<file path="config.mk">
export PLATFORM = sky130hd
export DESIGN_NAME = mac_seq_acc_flat
export DESIGN_NICKNAME = d
export VERILOG_FILES = /design/src/rtl/mac_seq_acc_pkg.sv /design/src/rtl/mac_seq_acc_if.sv /design/src/rtl/mac_acc_add.sv /design/src/rtl/mac_seq_acc.sv /design/src/flat_wrapper.sv
export SDC_FILE = /design/constraint.sdc
export NUM_CORES = 1
export LEC_CHECK = 0
export ABC_AREA = 1
export CAP_MARGIN = 30
export CORE_ASPECT_RATIO = 1.25
export CORE_MARGIN = 5
export CORE_UTILIZATION = 25
export CTS_BUF_LIST = sky130_fd_sc_hd__clkbuf_16
export CTS_CLUSTER_SIZE = 30
export DETAILED_ROUTE_END_ITERATION = 8
export DONT_BUFFER_PORTS = 1
export GPL_TIMING_DRIVEN = 0
export HOLD_SLACK_MARGIN = 0.12
export REMOVE_ABC_BUFFERS = 1
export SETUP_SLACK_MARGIN = 0.05
export SYNTH_ARGS = -nofsm -noshare
export SYNTH_HDL_FRONTEND = slang
export SYNTH_SLANG_ARGS = --single-unit
</file>
<file path="constraint.sdc">
create_clock -name clk -period 2.2 [get_ports clk]
set_input_delay 0.55 -clock clk [delete_from_list [all_inputs] [get_ports clk]]
set_output_delay 0.55 -clock clk [all_outputs]
set_load 0.02 [all_outputs]
</file>
<file path="src/rtl/mac_seq_acc_pkg.sv">
// Shared definitions for the sequential multiply-accumulate stage:
// FSM state encoding and default operand/accumulator widths.
package mac_pkg;

    localparam int MAC_WIDTH = 8;
    localparam int MAC_ACC_W = 20;

    typedef enum logic [1:0] {
        IDLE = 2'd0,
        MUL  = 2'd1,
        ACC  = 2'd2
    } state_t;

endpackage : mac_pkg

</file>
<file path="src/rtl/mac_seq_acc_if.sv">
// Operand/result bundle between the operand-select muxes and the MAC stage.
//
// Handshake: `start` is a request that is only taken while `busy`=0 (IDLE);
// while `busy`=1 it is ignored and nothing is queued. Once taken, `a`/`b`
// are captured and may change freely. `done` pulses for exactly one cycle
// when the updated `acc` is visible; the same cycle is already IDLE, so a
// `start` held there is taken on the next edge (back-to-back operation).
// `clear_acc` is independent of the handshake and acts on the next edge.
interface mac_seq_acc_if
    import mac_pkg::*;
#(
    parameter int WIDTH = MAC_WIDTH,
    parameter int ACC_W = MAC_ACC_W
);

    logic [WIDTH-1:0] a;
    logic [WIDTH-1:0] b;
    logic             start;
    logic             clear_acc;
    logic [ACC_W-1:0] acc;
    logic             busy;
    logic             done;
    logic             overflow;

    // Upstream side: drives operands and controls, observes results.
    modport master (
        output a, b, start, clear_acc,
        input  acc, busy, done, overflow
    );

    // MAC side.
    modport slave (
        input  a, b, start, clear_acc,
        output acc, busy, done, overflow
    );

endinterface : mac_seq_acc_if

</file>
<file path="src/rtl/mac_acc_add.sv">
// ACC_W-bit unsigned adder with carry-out; the carry is the wrap-around
// indication for the accumulator.
module mac_acc_add #(
    parameter int ACC_W = 20
) (
    input  logic [ACC_W-1:0] i_a,
    input  logic [ACC_W-1:0] i_b,
    output logic [ACC_W-1:0] o_sum,
    output logic             o_carry
);

    logic [ACC_W:0] w_full;

    // One extra bit holds the carry out of bit ACC_W-1.
    assign w_full  = {1'b0, i_a} + {1'b0, i_b};
    assign o_sum   = w_full[ACC_W-1:0];
    assign o_carry = w_full[ACC_W];

endmodule : mac_acc_add

</file>
<file path="src/rtl/mac_seq_acc.sv">
// Sequential unsigned multiply-accumulate: shift-and-add multiply, one
// multiplier bit per cycle, then a single-cycle accumulate with sticky
// overflow. The current FSM state is exported on o_dbg_state.
module mac_seq_acc
    import mac_pkg::*;
#(
    parameter int WIDTH = MAC_WIDTH,
    parameter int ACC_W = MAC_ACC_W   // must be >= 2*WIDTH
) (
    input  logic          clk,
    input  logic          rst,
    mac_seq_acc_if.slave  bus,
    output state_t        o_dbg_state
);

    localparam int PW    = 2 * WIDTH;
    localparam int CNT_W = (WIDTH > 1) ? $clog2(WIDTH) : 1;

    state_t             r_state;
    state_t             w_next;

    logic [PW-1:0]      r_mcand;
    logic [WIDTH-1:0]   r_mplier;
    logic [PW-1:0]      r_prod;
    logic [CNT_W-1:0]   r_cnt;
    logic [ACC_W-1:0]   r_acc;
    logic               r_busy;
    logic               r_done;
    logic               r_ovf;

    logic [ACC_W-1:0]   w_add_a;
    logic [ACC_W-1:0]   w_add_b;
    logic [ACC_W-1:0]   w_sum;
    logic               w_carry;

    // A clear in the ACC cycle zeroes the old value before the add, so the
    // product lands in an empty accumulator.
    assign w_add_a = bus.clear_acc ? '0 : r_acc;
    assign w_add_b = ACC_W'(r_prod);

    mac_acc_add #(
        .ACC_W (ACC_W)
    ) u_add (
        .i_a     (w_add_a),
        .i_b     (w_add_b),
        .o_sum   (w_sum),
        .o_carry (w_carry)
    );

    // State register.
    always_ff @(posedge clk or posedge rst) begin
        if (rst) begin
            r_state <= IDLE;
        end else begin
            r_state <= w_next;
        end
    end

    // Next-state logic: the counter reaching zero ends the WIDTH-cycle multiply.
    always_comb begin
        w_next = r_state;
        case (r_state)
            IDLE:    if (bus.start) w_next = MUL;
            MUL:     if (r_cnt == '0) w_next = ACC;
            ACC:     w_next = IDLE;
            default: w_next = IDLE;
        endcase
    end

    // Multiply datapath, registered status flags, accumulator and overflow.
    always_ff @(posedge clk or posedge rst) begin
        if (rst) begin
            r_mcand  <= '0;
            r_mplier <= '0;
            r_prod   <= '0;
            r_cnt    <= '0;
            r_acc    <= '0;
            r_busy   <= 1'b0;
            r_done   <= 1'b0;
            r_ovf    <= 1'b0;
        end else begin
            r_busy <= (w_next != IDLE);
            r_done <= (r_state == ACC);

            case (r_state)
                IDLE: begin
                    if (bus.start) begin
                        r_mcand  <= PW'(bus.a);
                        r_mplier <= bus.b;
                        r_prod   <= '0;
                        r_cnt    <= CNT_W'(WIDTH - 1);
                    end
                end
                MUL: begin
                    // Partial product fits in PW bits, so no carry to track.
                    if (r_mplier[0]) begin
                        r_prod <= r_prod + r_mcand;
                    end
                    r_mcand  <= r_mcand << 1;
                    r_mplier <= r_mplier >> 1;
                    r_cnt    <= r_cnt - 1'b1;
                end
                default: ;
            endcase

            if (r_state == ACC) begin
                r_acc <= w_sum;
                r_ovf <= (bus.clear_acc ? 1'b0 : r_ovf) | w_carry;
            end else if (bus.clear_acc) begin
                r_acc <= '0;
                r_ovf <= 1'b0;
            end
        end
    end

    assign bus.acc      = r_acc;
    assign bus.busy     = r_busy;
    assign bus.done     = r_done;
    assign bus.overflow = r_ovf;
    assign o_dbg_state  = r_state;

endmodule : mac_seq_acc

</file>
<file path="src/flat_wrapper.sv">
// flat-port wrapper written by rule: the top's interface ports become plain ports
module mac_seq_acc_flat import mac_pkg::*;
#(
    parameter int WIDTH = MAC_WIDTH,
    parameter int ACC_W = MAC_ACC_W                        
)
  (clk, rst, o_dbg_state, bus_a, bus_b, bus_start, bus_clear_acc, bus_acc, bus_busy, bus_done, bus_overflow);
  mac_seq_acc_if #(.WIDTH(WIDTH), .ACC_W(ACC_W)) bus_i ();
  input  logic clk;
  input  logic rst;
  output state_t o_dbg_state;
  input wire logic [$bits(bus_i.a)-1:0] bus_a;
  input wire logic [$bits(bus_i.b)-1:0] bus_b;
  input wire logic [$bits(bus_i.start)-1:0] bus_start;
  input wire logic [$bits(bus_i.clear_acc)-1:0] bus_clear_acc;
  output wire logic [$bits(bus_i.acc)-1:0] bus_acc;
  output wire logic [$bits(bus_i.busy)-1:0] bus_busy;
  output wire logic [$bits(bus_i.done)-1:0] bus_done;
  output wire logic [$bits(bus_i.overflow)-1:0] bus_overflow;
  assign bus_i.a = bus_a;
  assign bus_i.b = bus_b;
  assign bus_i.start = bus_start;
  assign bus_i.clear_acc = bus_clear_acc;
  assign bus_acc = bus_i.acc;
  assign bus_busy = bus_i.busy;
  assign bus_done = bus_i.done;
  assign bus_overflow = bus_i.overflow;
  mac_seq_acc #(.WIDTH(WIDTH), .ACC_W(ACC_W)) u_core (.clk(clk), .rst(rst), .bus(bus_i), .o_dbg_state(o_dbg_state));
endmodule
</file>
Word-level counts from Yosys, hierarchy flattened
Cells that the tools add are included.
{"block": "classes", "add_sub_neg": 3, "n_eq_ne": 4, "mux": 16, "n_bitwise": 1, "reduce_logical": 6}
{"operator": "$pmux 16 s2", "count": 2}
{"operator": "$mux 16", "count": 3}
{"operator": "$mux 20", "count": 2}
{"operator": "$add 20x16->21", "count": 1}
{"operator": "$add 16x16->16", "count": 1}
{"operator": "$pmux 8 s2", "count": 1}
{"operator": "$mux 8", "count": 1}
{"operator": "$pmux 3 s2", "count": 1}
{"operator": "$mux 2", "count": 2}
{"operator": "$pmux 2 s2", "count": 1}
{"operator": "$reduce_bool 2->1", "count": 2}
{"operator": "$logic_not 3->1", "count": 1}
{"operator": "$mux 3", "count": 1}
{"operator": "$reduce_and 3->1", "count": 1}
{"operator": "$sub 3x1->3 const B", "count": 1}
{"operator": "$eq 2x1->1 const B", "count": 1}
{"operator": "$eq 2x2->1 const B", "count": 1}
{"operator": "$logic_not 2->1", "count": 1}
{"operator": "$mux 1", "count": 2}
{"operator": "$ne 2x1->1 const B", "count": 1}
{"operator": "$ne 2x2->1 const B", "count": 1}
{"operator": "$reduce_and 2->1", "count": 1}
{"operator": "$or 1x1->1", "count": 1}
{"block": "word_totals", "regBits": 68, "inputBits": 20, "output_inout_bits": 25, "word_cells": 39}

Depth between registers and ports, before layout
Gate-level depths: netlist of the first run.
{"block": "logic_depth", "ltp_word": 4, "mapped_depth": 16, "mapped_depth_nobuf": 15}

Modules after synthesis
From an unflattened synthesis of the first run, not the netlist that was laid out.
{"block": "hier_totals", "cells_unflattened": 747, "hier_area_um2": 4962.3}
{"module": "mac_seq_acc", "instances": 1, "cells_per_inst": 514, "area_each_um2": 3743.6, "seq_area_each_um2": 1701.6}
{"module": "mac_acc_add", "instances": 1, "cells_per_inst": 233, "area_each_um2": 1218.7, "seq_area_each_um2": 0.0}

Worst setup path after synthesis of the first run
No wires, ideal clock.
{"block": "synth_path", "kind": "input-to-reg", "startpoint": "in bus_clear_acc", "endpoint": "reg u_core.r_acc[16], in the netlist u_core.bus.acc[16]", "arrival_ns": 2.347, "slack_ns": -0.263, "stages": 16, "cell_sequence": "buf_2 -> clkbuf_1 -> nor2_1 -> ha_1 -> inv_1 -> fa_1 -> inv_1 -> nand3_1 -> nand3_1 -> nand2_1 -> nand2_1 -> nand3_1 -> nand2_1 -> nand2_1 -> nand2_1 -> nand2_1"}
{"block": "synth_between", "elab_chain_len": 3}
{"item": "start: declaration", "line_no": "flat_wrapper.sv:15", "text": "input wire logic [$bits(bus_i.clear_acc)-1:0] bus_clear_acc;"}
{"item": "$mux 20 *"}
{"item": "$add 20x16->21", "line_no": "mac_acc_add.sv:15", "text": "assign w_full = {1'b0, i_a} + {1'b0, i_b};"}
{"item": "$mux 20 *", "line_no": "mac_seq_acc.sv:106", "text": "if (r_state == ACC) begin"}
{"item": "end signal: assignment", "line_no": "mac_seq_acc.sv:107", "text": "r_acc <= w_sum;"}
{"item": "end: declaration", "line_no": "mac_seq_acc.sv:26", "text": "logic [ACC_W-1:0] r_acc;"}
Every way passes the cells marked *; elsewhere a longest branch is shown, timed or not.
A chain may end at the register's enable or synchronous reset.

Final worst setup path of the first run
{"block": "layout_path", "startpoint": "reg u_core.r_acc[0], in the netlist u_core.bus.acc[0]", "endpoint": "reg u_core.r_acc[16], in the netlist u_core.bus.acc[16]"}
{"block": "layout_between", "elab_chain_len": 3}
{"item": "$mux 20"}
{"item": "$add 20x16->21", "line_no": "mac_acc_add.sv:15"}
{"item": "$mux 20", "line_no": "mac_seq_acc.sv:106"}
No other way between the ends.

==> flow_results.org, run 1 <==
** Status
- Outcome :: finished, final reports clean

** Die
- From left edge to right edge, the die measures 133 µm.
- 45 I/O pins were placed.
- Die Y-Extent :: 163 µm
- Placeable Area :: 0.0186 mm²
- Area of the die :: 0.0216 mm²
- For this configuration, the core starts out at a cell density of 25.2%.
- Row cnt :: 56

** Clock network
- Buffers inserted during clock tree synthesis total 9.
- The H-tree generated during clock tree synthesis spans 3 levels.
- Clock tree synthesis selected as its root buffer the cell sky130_fd_sc_hd__clkbuf_16.
- After clock tree synthesis, the clock-pin slew on the worst setup and hold paths is 0.06 ns.
- Clock Tree Buf Depth :: 2
- CTS tree :: done
- The number of hold buffers added after CTS was 0.
- Num Clock Sinks :: 68
- Worst-skew pair later-pin latency :: 0.35 ns

** Worst setup path
- For the worst flop-to-flop path, the logic depth is 15.
- Along the worst path, the maximum fanout reaches 4.
- Slowest stage cell on the critical path :: sky130_fd_sc_hd__dfrtp_2
- Worst reg-to-reg setup slack :: 0.11 ns
- Buffers & Inverters on Critical Path :: 3
- Arrival time worst endpoint :: 2.33 ns
- Capturing point of the worst reg2reg path :: u_core.bus.acc[16]$_DFF_PP0_
- Critical Path, Cell by Cell :: inv_2, nor2_4, ha_4, inv_2, fa_2, inv_2, nand3_2, nand3_2, nand2_1, nand2_2, nand3_2, nand2_2, nand2_2, nand2_1, nand2_1
- The critical path crosses 15 cells after its start point.
- Grouping stages by cell kind, the critical path spends the most delay in simple AND/OR/NAND/NOR gates.
- Crit end category :: flip-flop
- The worst setup path is launched from a flip-flop.
- Setup Crit Path Kind :: flip-flop to flip-flop
- Worst endpoint required time :: 2.44 ns
- The worst register-to-register path begins at u_core.bus.acc[0]$_DFF_PP0_.
- Largest incremental delay on the critical path :: 0.43 ns

** Synth
- Synthesis produced a netlist whose cell count is 679.
- Area of the mapped netlist :: 0.00469 mm²
- Count of flip-flops with a built-in enable after synthesis :: 0
- A synthesized cell averages 6.91 µm².
- For this run, the register share of the synthesized area comes to 36.3%.
- Number of unique standard cell types used by synthesis :: 35
- For this run, asynchronously set or reset flops after synthesis account for 100%.
- Synthesis-stage register bit count :: 68
- Synth Flop Type :: sky130_fd_sc_hd__dfrtp_1
- Number of warnings reported in the yosys synthesis log :: 0

** Power
- Combinational logic burns 47.3% of the power.
- In this run the power spent charging and discharging nets is 2.95 mW.
- In this run, flip-flops and latches consume 30.9% of the power.
- Switching part of the total :: 44.6%
- Cell internal power was estimated by the tool at 3.67 mW.
- Power per unit of standard cell area :: 1200 mW/mm²
- Relative contribution of the clock network to total power :: 21.8%
- Leakage power summed over all cells :: 2.72 nW
- Across the VDD grid, the largest voltage drop is 482 µV.

** Detailed routing
- The detail route stage leaves a number of antenna-violating nets equal to 0.
- Remaining design rule violation count :: 0
- First drt pass iteration count :: 4
- DRT iter0 DRCs :: 129
- In the routed layout, each cell is associated on average with a via count of 4.53.
- After detailed routing, the average wire length per cell comes to 12.9 µm.
- Across all layers, the routed design uses 4,170 vias.
- For this block, the routed nets add up to 11.9 mm of wire.

** STA
- The hold violation total from the final report was 0.
- Max transition margin :: 44.3%
- The clock period could shrink to 2.09 ns.
- Clock skew after layout :: 0.00716 ns
- Dividing the final minimum period by the clock period gives 94.9%.
- Final setup violating endpoints :: 0
- Unrepaired setup endpoints after global routing :: yes
- The final number of max-transition violations is 0.
- Hold Slack :: 0.257 ns
- Peak Freq :: 0.479 GHz
- Tightest Pin Transition :: 0.836 ns
- Fin Setup TNS :: 0 ns

** Placement
- The congestion estimate from routability-driven global placement came to 0.848.
- The HPWL after detailed placement is 9.08 mm.
- The count of buffers added on input and output ports is 0.

** Global route
- Overflow after GRT :: 0
- Number of global-route vias before repair :: 4,110
- The initial antenna violation count was 0.
- Largest net degree at the start of global routing :: 69
- The first global-routing pass estimated 20.0 mm of wire.
- Global routing consumed, over all layers together, 11.5% of the routing resources.

** Run
- The tool flagged a number of max-cap violations equal to 0.

** Finish
- The repair_antennas step left the layout with diodes totalling 0.
- Area added between synthesis and finish :: 17.0%
- Share of final-layout standard cells stronger than drive strength 1 :: 12.5%
- In the final design database the tool counted 739 nets.

** Hold path
- The path class of the tightest hold or removal check is input pin to asynchronous set/reset pin.
-- kinds of logic after synthesis --
family | count (synthesis) | share of synthesized area, %
and+or+nand+nor | 355 | 31.2
buffers and inverters | 112 | 9.36
AOI/OAI and AO/OA | 100 | 11.8
DFF | 68 | 36.3
adders and majority gates | 35 | 9.66
xor gates and xnor gates | 9 | 1.68
-- what timing repair did --
item                       CTS  global route
setup endpoints to repair   35            29
gates resized for setup     17            47
pin swaps                    4             8
buffers inserted             3             4
-- worst max-delay path by stage --
stage,from,to,slack (ns)
after floorplan,rst,u_core.bus.acc[0]$_DFF_PP0_,-0.06
after CTS,u_core.bus.acc[9]$_DFF_PP0_,u_core.bus.acc[10]$_DFF_PP0_,0.06
after detailed placement,bus_clear_acc,u_core.bus.acc[16]$_DFF_PP0_,-0.28
after global placement,rst,u_core.r_mcand[14]$_DFFE_PP0P_,-0.86
final,u_core.bus.acc[0]$_DFF_PP0_,u_core.bus.acc[16]$_DFF_PP0_,0.11
after global routing,u_core.bus.acc[0]$_DFF_PP0_,u_core.bus.acc[16]$_DFF_PP0_,0.007
-- cells in the mapped netlist (all sizes together) (3+ instances only) --
| library cell | number | area [µm²] |
|---|---|---|
| nand2 | 226 | 856 |
| nand3 | 47 | 240 |
| o211ai | 7 | 52.6 |
| a21oi | 33 | 169 |
| buf | 10 | 53.8 |
| o21ai | 44 | 220 |
| o22ai | 8 | 50.1 |
| ha | 33 | 413 |
| inv | 99 | 374 |
| nand3b | 6 | 45.0 |
| nor2 | 70 | 289 |
| nor3 | 3 | 15.0 |
| xnor2 | 7 | 61.3 |
| clkbuf | 3 | 11.3 |
| dfrtp | 68 | 1700 |
-- power groups by stage --
stage	clock network (mW)	registers, mW	logic, mW
floorplan	0	1.93	2.41
global placement	0	2.03	2.95
detailed placement	0	2.04	3.00
CTS	1.49	2.03	3.07
global route	1.54	2.09	3.62
finish	1.44	2.05	3.13
-- registers in the layout (all words and copies together), names as in the netlist --
signal,count
u_core.bus.acc,20
u_core.r_cnt,3
u_core.o_dbg_state,2
u_core.r_prod,16
u_core.bus.busy,1
u_core.bus.overflow,1
u_core.r_mplier,8
u_core.r_mcand,16
u_core.bus.done,1
-- cell usage in the layout (no fill, tap or decap), types with 2 or more instances in the layout --
cell / n
sky130_fd_sc_hd__a21oi_1: 29
sky130_fd_sc_hd__a21oi_2: 3
sky130_fd_sc_hd__a22o_1: 2
sky130_fd_sc_hd__a22oi_1: 2
sky130_fd_sc_hd__buf_4: 7
sky130_fd_sc_hd__clkbuf_16: 9
sky130_fd_sc_hd__clkinv_2: 2
sky130_fd_sc_hd__clkinvlp_4: 2
sky130_fd_sc_hd__dfrtp_1: 55
sky130_fd_sc_hd__dfrtp_2: 13
sky130_fd_sc_hd__ha_1: 25
sky130_fd_sc_hd__ha_4: 7
sky130_fd_sc_hd__inv_1: 90
sky130_fd_sc_hd__inv_2: 5
sky130_fd_sc_hd__inv_4: 3
sky130_fd_sc_hd__nand2_1: 217
sky130_fd_sc_hd__nand2_2: 8
sky130_fd_sc_hd__nand3_1: 41
sky130_fd_sc_hd__nand3_2: 6
sky130_fd_sc_hd__nand3b_1: 6
sky130_fd_sc_hd__nand4_1: 2
sky130_fd_sc_hd__nor2_1: 57
sky130_fd_sc_hd__nor2_2: 9
sky130_fd_sc_hd__nor2_4: 3
sky130_fd_sc_hd__nor3_1: 3
sky130_fd_sc_hd__o211ai_1: 7
sky130_fd_sc_hd__o21ai_0: 36
sky130_fd_sc_hd__o21ai_1: 8
sky130_fd_sc_hd__o21bai_1: 2
sky130_fd_sc_hd__o22ai_1: 8
sky130_fd_sc_hd__xnor2_1: 7
sky130_fd_sc_hd__xor2_1: 2
-- final cells by class --
class / instances / area [µm²]
fillers: 2002 / 13100
multi-input cells: 499 / 2750
flip-flops and latches: 68 / 1720
inverters: 99 / 387
well taps: 232 / 290
clock buffers: 9 / 225
clock inverters: 7 / 67.6
repair buffers: 7 / 52.6
-- metrics by stage --
step | worst slack [ns] | util (%) | std cells | instance area (µm²) | power [mW]
floorplan | -0.0615 | - | 666 | 4620 | 4.34
global placement | -0.857 | 26.4 | 898 | 4910 | 4.97
detailed placement | -0.277 | 26.4 | 898 | 4920 | 5.04
CTS | 0.0628 | 28.3 | 917 | 5280 | 6.58
global route | 0.00698 | 29.5 | 921 | 5490 | 7.26
finish | 0.111 | 29.5 | 921 | 5490 | 6.61
-- layer usage --
layer  vias up  GRT usage (%)  share of wire (%)
met4         0           4.63                2.1
met2        47           20.7                 51
met1      1913           12.9                 42
met5         -              0                  0
li1       2192              -                  -
met3        18           3.11                4.5
(Power assumes the default switching activity.)
==> run 2, diff against run 1 <==
- SKIP_CTS_REPAIR_TIMING: unset -> 1
- clock period: 2.2 -> 2.32 ns (I/O delays scaled with it)
==> run 2 against run 1 <==
  * Register-to-register slack improved by 0.07 ns
  * Setup slack improved by 0.072 ns
  * Via count fell by 0.48%
==> flow_results.org, run 2 (synthesized netlist as in run 1, its figures left out) <==
** Detailed routing
- Remaining design rule violation count :: 0
- The first detailed-routing pass ran for 4 iterations.
- Routed Wire Length :: 11.8 mm
- DRT iter0 DRCs :: 139
- Dividing the detail-routed wire length by the instance count gives 12.8 µm.
- Total vias in the final route :: 4,150
- The count of nets left with antenna violations once routing finished came out at 0.
- Vias per std cell :: 4.53

** Placement
- Final GP Congestion :: 0.848
- Once detailed placement completed, the half-perimeter wirelength came to 9.08 mm.
- Inst Count DP :: 898
- The count of buffers added on input and output ports is 0.

** Clock network
- Clock buffers created by TritonCTS :: 9
- Number of H-tree levels :: 3
- TritonCTS built the clock tree.
- Clock tree synthesis found a total of 68 sinks.
- The later pin in the worst-skew pair is clocked with a latency of 0.35 ns.
- Clock Tree Buf Depth :: 2
- Clock edge transition at the registers on the reported setup and hold paths :: 0.06 ns
- CTS placed an instance of sky130_fd_sc_hd__clkbuf_16 at the clock tree root.

** Global route
- Number of global-route vias before repair :: 4,082
- Global routing used 11.4% of the available tracks.
- The initial antenna violation count was 0.
- Overflow after GRT :: 0
- Entering global routing, the biggest net connects 69 pins.
- The first global-routing pass estimated 19.9 mm of wire.

** Finish
- Share of final-layout standard cells stronger than drive strength 1 :: 7.30%
- Excluding fillers, the count of instances in the completed layout stands at 917.
- Relative to the synthesized area, the layout overhead comes to 12.9%.
- After the last flow step, the layout net total stands at 735.
- The register with the most flip-flops in the layout has 20 of them.
- FF/Latch Area :: 0.00171 mm²
- The repair_antennas step left the layout with diodes totalling 0.
- Most common library cell in the layout ignoring fill and taps :: sky130_fd_sc_hd__nand2_1
- Highest-count cells in the layout ignoring fill and taps :: 223 x sky130_fd_sc_hd__nand2_1, 91 x sky130_fd_sc_hd__inv_1, 64 x sky130_fd_sc_hd__nor2_1
- The filler cells instantiated in the layout total 2,019.
- Footprint of the multi-input gates :: 0.00261 mm²

** Worst setup path
- The worst register-to-register path has a setup slack of 0.18 ns.
- By startpoint and endpoint, the worst setup path is classified as flip-flop to flip-flop.
- Data arrives at the worst endpoint at 2.37 ns.
- Crit end category :: flip-flop
- In this run the critical register-to-register path is launched from u_core.bus.acc[0]$_DFF_PP0_.
- STA puts the critical path data required time at 2.55 ns.
- In this run the critical register-to-register path is captured at u_core.bus.acc[14]$_DFF_PP0_.
- Startpoint kind of the worst setup timing path :: flip-flop
- In this run the worst path has a maximum fanout of 4.
- The worst register-to-register path has a depth of 15.

** STA
- Setup total negative slack on the finished layout was measured at 0 ns.
- Setup violations remaining at the end of the flow were counted as 0.
- Fin. max-slew vios :: 0
- Max transition margin :: 44.2%
- Tightest Pin Transition :: 0.837 ns
- Count of endpoints failing hold in the final timing report :: 0
- On the final layout, the worst clock skew is 0.00790 ns.
- Timing would allow up to 0.468 GHz.
- Tmin final :: 2.14 ns
- Setup repair after global routing could not meet its margin everywhere.
- The worst path uses 92.1% of the clock period.

** Power
- Power per unit of standard cell area :: 1160 mW/mm²
- Leakage power summed over all cells :: 2.71 nW
- For this design the total switching power over the nets is 2.73 mW.
- Worst vdd rail ir drop :: 454 µV
- Relative contribution of the clock network to total power :: 22.4%
- Fraction of power consumed by sequential logic :: 31.2%
- In this run switching power makes up 44.5% of total power.
- Cell internal power dissipation :: 3.41 mW
- Combinational logic burns 46.5% of the power.

** Die
- Placeable Area :: 0.0186 mm²
- Pin placement for this block handled 45 I/O pins.
- The die covers 0.0216 mm².
- Die boundary width :: 133 µm
- The initial utilization of the core area, before any placement, comes to 25.2%.
- Row cnt :: 56
- Die Y-Extent :: 163 µm

** Run
- Max-cap violations in this run came to 0.

** Hold path
- The path class of the tightest hold or removal check is input pin to asynchronous set/reset pin.

** Status
- Outcome :: finished, final reports clean
==> run 2: cell count changes in the layout (fill, tap and decap cells not counted), sizes merged <==
| cell | delta |
|---|---|
| buf | -4 |
==> run 2: worst max-delay path by stage <==
| stage | startpoint | endpoint | slack [ns] | cells past startpoint |
|---|---|---|---|---|
| after CTS | u_core.bus.acc[0]$_DFF_PP0_ | u_core.bus.acc[16]$_DFF_PP0_ | -0.13 | 15 |
| final | u_core.bus.acc[0]$_DFF_PP0_ | u_core.bus.acc[14]$_DFF_PP0_ | 0.18 | 15 |
| after global routing | u_core.o_dbg_state[0]$_DFF_PP0_ | u_core.r_prod[0]$_DFFE_PP0P_ | 0.01 | 8 |
| after detailed placement | bus_clear_acc | u_core.bus.acc[16]$_DFF_PP0_ | -0.19 | 14 |
| after floorplan | rst | u_core.bus.acc[0]$_DFF_PP0_ | 0.03 | 1 |
| after global placement | rst | u_core.r_mcand[14]$_DFFE_PP0P_ | -0.77 | 1 |
==> run 2: layout make-up <==
class / instances / area share (%)
Sequential cell: 68 / 32.2
Clock buffer: 9 / 4.25
Multi-Input combinational cell: 499 / 49.2
Timing Repair Buffer: 3 / 0.425
Inverter: 99 / 7.11
Clock inverter: 7 / 1.28
Tap cell: 232 / 5.48
==> run 2: routing by layer <==
metal / track usage (%) / up-vias / part of all wire, %
met2: 20.5 / 54 / 51
met1: 12.9 / 1897 / 42
met4: 4.58 / 0 / 2.4
li1: - / 2179 / -
met5: 0 / - / 0
met3: 3.11 / 20 / 4.3
==> run 2: critical path, cell delays in order (launching register included) <==
cell and delay [ns]:
sky130_fd_sc_hd__dfrtp_2 0.43, sky130_fd_sc_hd__inv_2 0.06, sky130_fd_sc_hd__nor2_4 0.11, sky130_fd_sc_hd__ha_2 0.19
sky130_fd_sc_hd__inv_1 0.06, sky130_fd_sc_hd__fa_2 0.39, sky130_fd_sc_hd__inv_2 0.07, sky130_fd_sc_hd__nand3_1 0.07
sky130_fd_sc_hd__nand3_2 0.12, sky130_fd_sc_hd__nand2_1 0.06, sky130_fd_sc_hd__nand2_1 0.10, sky130_fd_sc_hd__nand2_1 0.12
sky130_fd_sc_hd__nand2_1 0.09, sky130_fd_sc_hd__nand2_1 0.05, sky130_fd_sc_hd__nand3_1 0.06, sky130_fd_sc_hd__nand2_1 0.06
==> run 2: power groups by stage <==
stage	Clock, mW	Sequential (mW)	Combinational (mW)
floorplan	0	1.83	2.28
global placement	0	1.92	2.79
detailed placement	0	1.93	2.84
CTS	1.41	1.91	2.86
global route	1.46	1.96	3.31
finish	1.37	1.91	2.85
==> run 2: per-stage QoR <==
stage / util, % / hold slack, ns / instance area (µm²) / setup slack (ns) / power (mW)
after detailed placement: 26.4 / 0.480 / 4920 / -0.187 / 4.78
after global placement: 26.4 / 0.471 / 4910 / -0.767 / 4.71
after floorplan: - / 0.449 / 4620 / 0.0285 / 4.11
after CTS: 28.0 / 0.317 / 5210 / -0.133 / 6.18
final: 28.4 / 0.287 / 5300 / 0.184 / 6.13
after global routing: 28.4 / 0.366 / 5300 / 0.0135 / 6.73
==> run 3, diff against run 2 <==
- GPL_TIMING_DRIVEN: 0 -> unset
==> run 3 against run 2 <==
  * Core utilization up 0.92 points
  * Non-clock buffer count up 27
  * Via count up 1.4%
  * Sequential share of layout area down 1.1 points
  * Clock-buffer cell count unchanged
  * Hold slack worse by 0.084 ns
  * Clock skew about the same
  * Total power up 3.3%
  * Combinational power up 4%
  * Final area up 3.2%
  * Highest routed layer unchanged
==> flow_results.org, run 3 (synthesized netlist as in run 1, its figures left out) <==
** Global route
- Overflow after GRT :: 0
- The via count of the first global-routing pass was 4,242.
- Entering global routing, the biggest net connects 39 pins.
- The initial antenna violation count came to 0.
- For this run, the total global-route usage over all layers was measured as 11.7%.
- Wire length of the first global-routing pass :: 20.3 mm

** STA
- Period utilisation layout :: 88.5%
- Final setup violating endpoints :: 0
- The worst path in the final design needs a cycle of 2.05 ns, including I/O delays and setup.
- On the final layout, the worst clock skew is 0.00774 ns.
- Hold Slack :: 0.202 ns
- Count of endpoints failing hold in the final timing report :: 0
- Adding up every negative setup slack in the final design gives 0 ns.
- Across all setup checks in the final design, the least slack found is 0.268 ns.
- Unrepaired setup endpoints after global routing :: no
- For this run, the top clock speed supported by timing is 0.487 GHz.
- Tightest Pin Transition :: 0.478 ns
- Fin. max-slew vios :: 0
- Headroom to the max-slew limit came out at 68.2%.

** Detailed routing
- Routed Wire Length :: 12.0 mm
- Vias per std cell :: 4.46
- First drt pass iteration count :: 4
- Remaining antenna violation count :: 0
- In the final routed layout, each cell accounts on average for 12.7 µm.
- DRT iter0 DRCs :: 160
- Across all layers, the routed design uses 4,208 vias.
- In the routed design, unresolved DRC markers number 0.

** Die
- Die boundary width :: 133 µm
- I/O Pins :: 45
- In this run the vertical extent of the chip is 163 µm.
- Area of the die :: 0.0216 mm²
- Placeable Area :: 0.0186 mm²
- Row cnt :: 56
- Once the floorplan was initialized, standard cells occupied 25.2% of the core.

** Clock network
- TritonCTS built the clock tree.
- For the worst-skew pair, the clock arrives at the later sink with an insertion delay of 0.35 ns.
- Clock-pin slew was measured on the worst setup and hold paths at 0.06 ns.
- CTS saw 68 sinks.
- Clock buffers created by TritonCTS :: 9
- Number of H-tree levels :: 3
- The clock passes through at most 2 buffers.
- Cell at the root of the clock tree :: sky130_fd_sc_hd__clkbuf_16

** Worst setup path
- Worst endpoint required time :: 2.55 ns
- Crit path launch :: u_core.bus.acc[0]$_DFF_PP0_
- STA classifies the critical path endpoint as a flip-flop.
- The startpoint identified for the worst register-to-register timing path is u_core.bus.acc[0]$_DFF_PP0_.
- Startpoint kind of the worst setup timing path :: flip-flop
- The critical path in this run is classified as flip-flop to flip-flop.
- Maximum fanout count along the critical path :: 4
- Data on the critical path arrives at its endpoint at 2.29 ns.

** Status
- Outcome :: finished, final reports clean

** Finish
- The area growth from synthesis to layout is 16.6%.
- Cells with a size suffix above 1 make up 8.57% of the layout.
- The repair_antennas step left the layout with diodes totalling 0.
- Number of fill cells :: 2,048
- The register with the most flip-flops in the layout has 20 of them.
- The final layout contains 762 nets.
- Highest-count cells in the layout ignoring fill and taps :: 225 x sky130_fd_sc_hd__nand2_1, 94 x sky130_fd_sc_hd__inv_1, 68 x sky130_fd_sc_hd__dfrtp_1
- Design Area, Final :: 0.00547 mm²
- Leaving out fill and tap cells, the most frequent cell in the layout is sky130_fd_sc_hd__nand2_1.

** Placement
- Setup WS pre-CTS :: -0.0117 ns
- Post-DP HPWL :: 9.39 mm
- Port Buffer Count :: 0
- At the end of routability-driven placement, the weighted congestion stood at 0.887.
- Post-place instance area :: 0.00514 mm²

** Power
- Summed over all cells, the static leakage comes to 2.87 nW.
- Worst vdd rail ir drop :: 435 µV
- For this design the ratio of total power to cell area is 1160 mW/mm².

** Hold path
- The path class of the tightest hold or removal check is input pin to asynchronous set/reset pin.

** Run
- Max-cap violations in this run came to 0.
run 3: cell count changes in the layout (fill, tap and decap cells not counted), sizes merged:
cell and delta:
inv +1, bufinv +1, clkinv -2, buf +27
run 3: area by class of cell:
cell class	count	area (µm²)	area share [%]
clock buffer	9	225	4.12
clock inverter	7	92.6	1.69
inverter	99	374	6.84
multi-input combinational	499	2560	46.8
sequential	68	1700	31.1
tap	232	290	5.31
timing repair buffer	30	225	4.12
run 3: metrics by stage:
| step | power, mW | utilization [%] | instances |
|---|---|---|---|
| 6_report | 6.33 | 29.3 | 944 |
| 3_5_place_dp | 4.87 | 27.6 | 928 |
| 5_1_grt | 6.97 | 29.3 | 944 |
| 3_3_place_gp | 4.82 | 27.6 | 928 |
| 2_1_floorplan | 4.11 | - | 666 |
| 4_1_cts | 6.41 | 29.3 | 944 |
run 3: routing by layer:
| metal | GRT usage [%] | share of wire [%] |
|---|---|---|
| met1 | 12.9 | 43 |
| met2 | 21.4 | 51 |
| met3 | 2.46 | 3.9 |
| met4 | 5.48 | 2.3 |
| met5 | 0 | 0 |
run 3: path summary, 6_finish.rpt:
| kind | end | slack [ns] | cells past startpoint |
|---|---|---|---|
| max | u_core.bus.acc[16]$_DFF_PP0_ | 0.27 | 15 |
| min | u_core.r_mcand[2]$_DFFE_PP0P_ | 0.20 | 2 |
| max reg2reg | u_core.bus.acc[16]$_DFF_PP0_ | 0.27 | 15 |
| min reg2reg | u_core.r_mplier[7]$_DFFE_PP0P_ | 0.49 | 2 |
| max in group asynchronous | u_core.bus.acc[16]$_DFF_PP0_ | 1.74 | 2 |
| min in group clk | u_core.r_mplier[7]$_DFFE_PP0P_ | 0.37 | 2 |
run 3: worst max-delay path: stages, from the launching register on:
cell                      delay (ns)
sky130_fd_sc_hd__dfrtp_1        0.34
sky130_fd_sc_hd__inv_1          0.06
sky130_fd_sc_hd__nor2_2         0.10
sky130_fd_sc_hd__ha_2           0.18
sky130_fd_sc_hd__inv_1          0.05
sky130_fd_sc_hd__fa_1           0.39
sky130_fd_sc_hd__inv_1          0.09
sky130_fd_sc_hd__nand3_1        0.08
sky130_fd_sc_hd__nand3_2        0.11
sky130_fd_sc_hd__nand2_1        0.06
sky130_fd_sc_hd__nand2_1        0.11
sky130_fd_sc_hd__nand3_1        0.08
sky130_fd_sc_hd__nand2_1        0.10
sky130_fd_sc_hd__nand2_1        0.08
sky130_fd_sc_hd__nand2_1        0.06
sky130_fd_sc_hd__nand2_1        0.05
run 3: where the power goes:
part	total (mW)	leakage, nW	switching, mW	internal, mW
Sequential	1.89	0.882	0.314	1.57
Clock	1.50	0.153	0.561	0.937
Combinational	2.95	1.84	1.89	1.06
Total	6.33	2.87	2.76	3.57
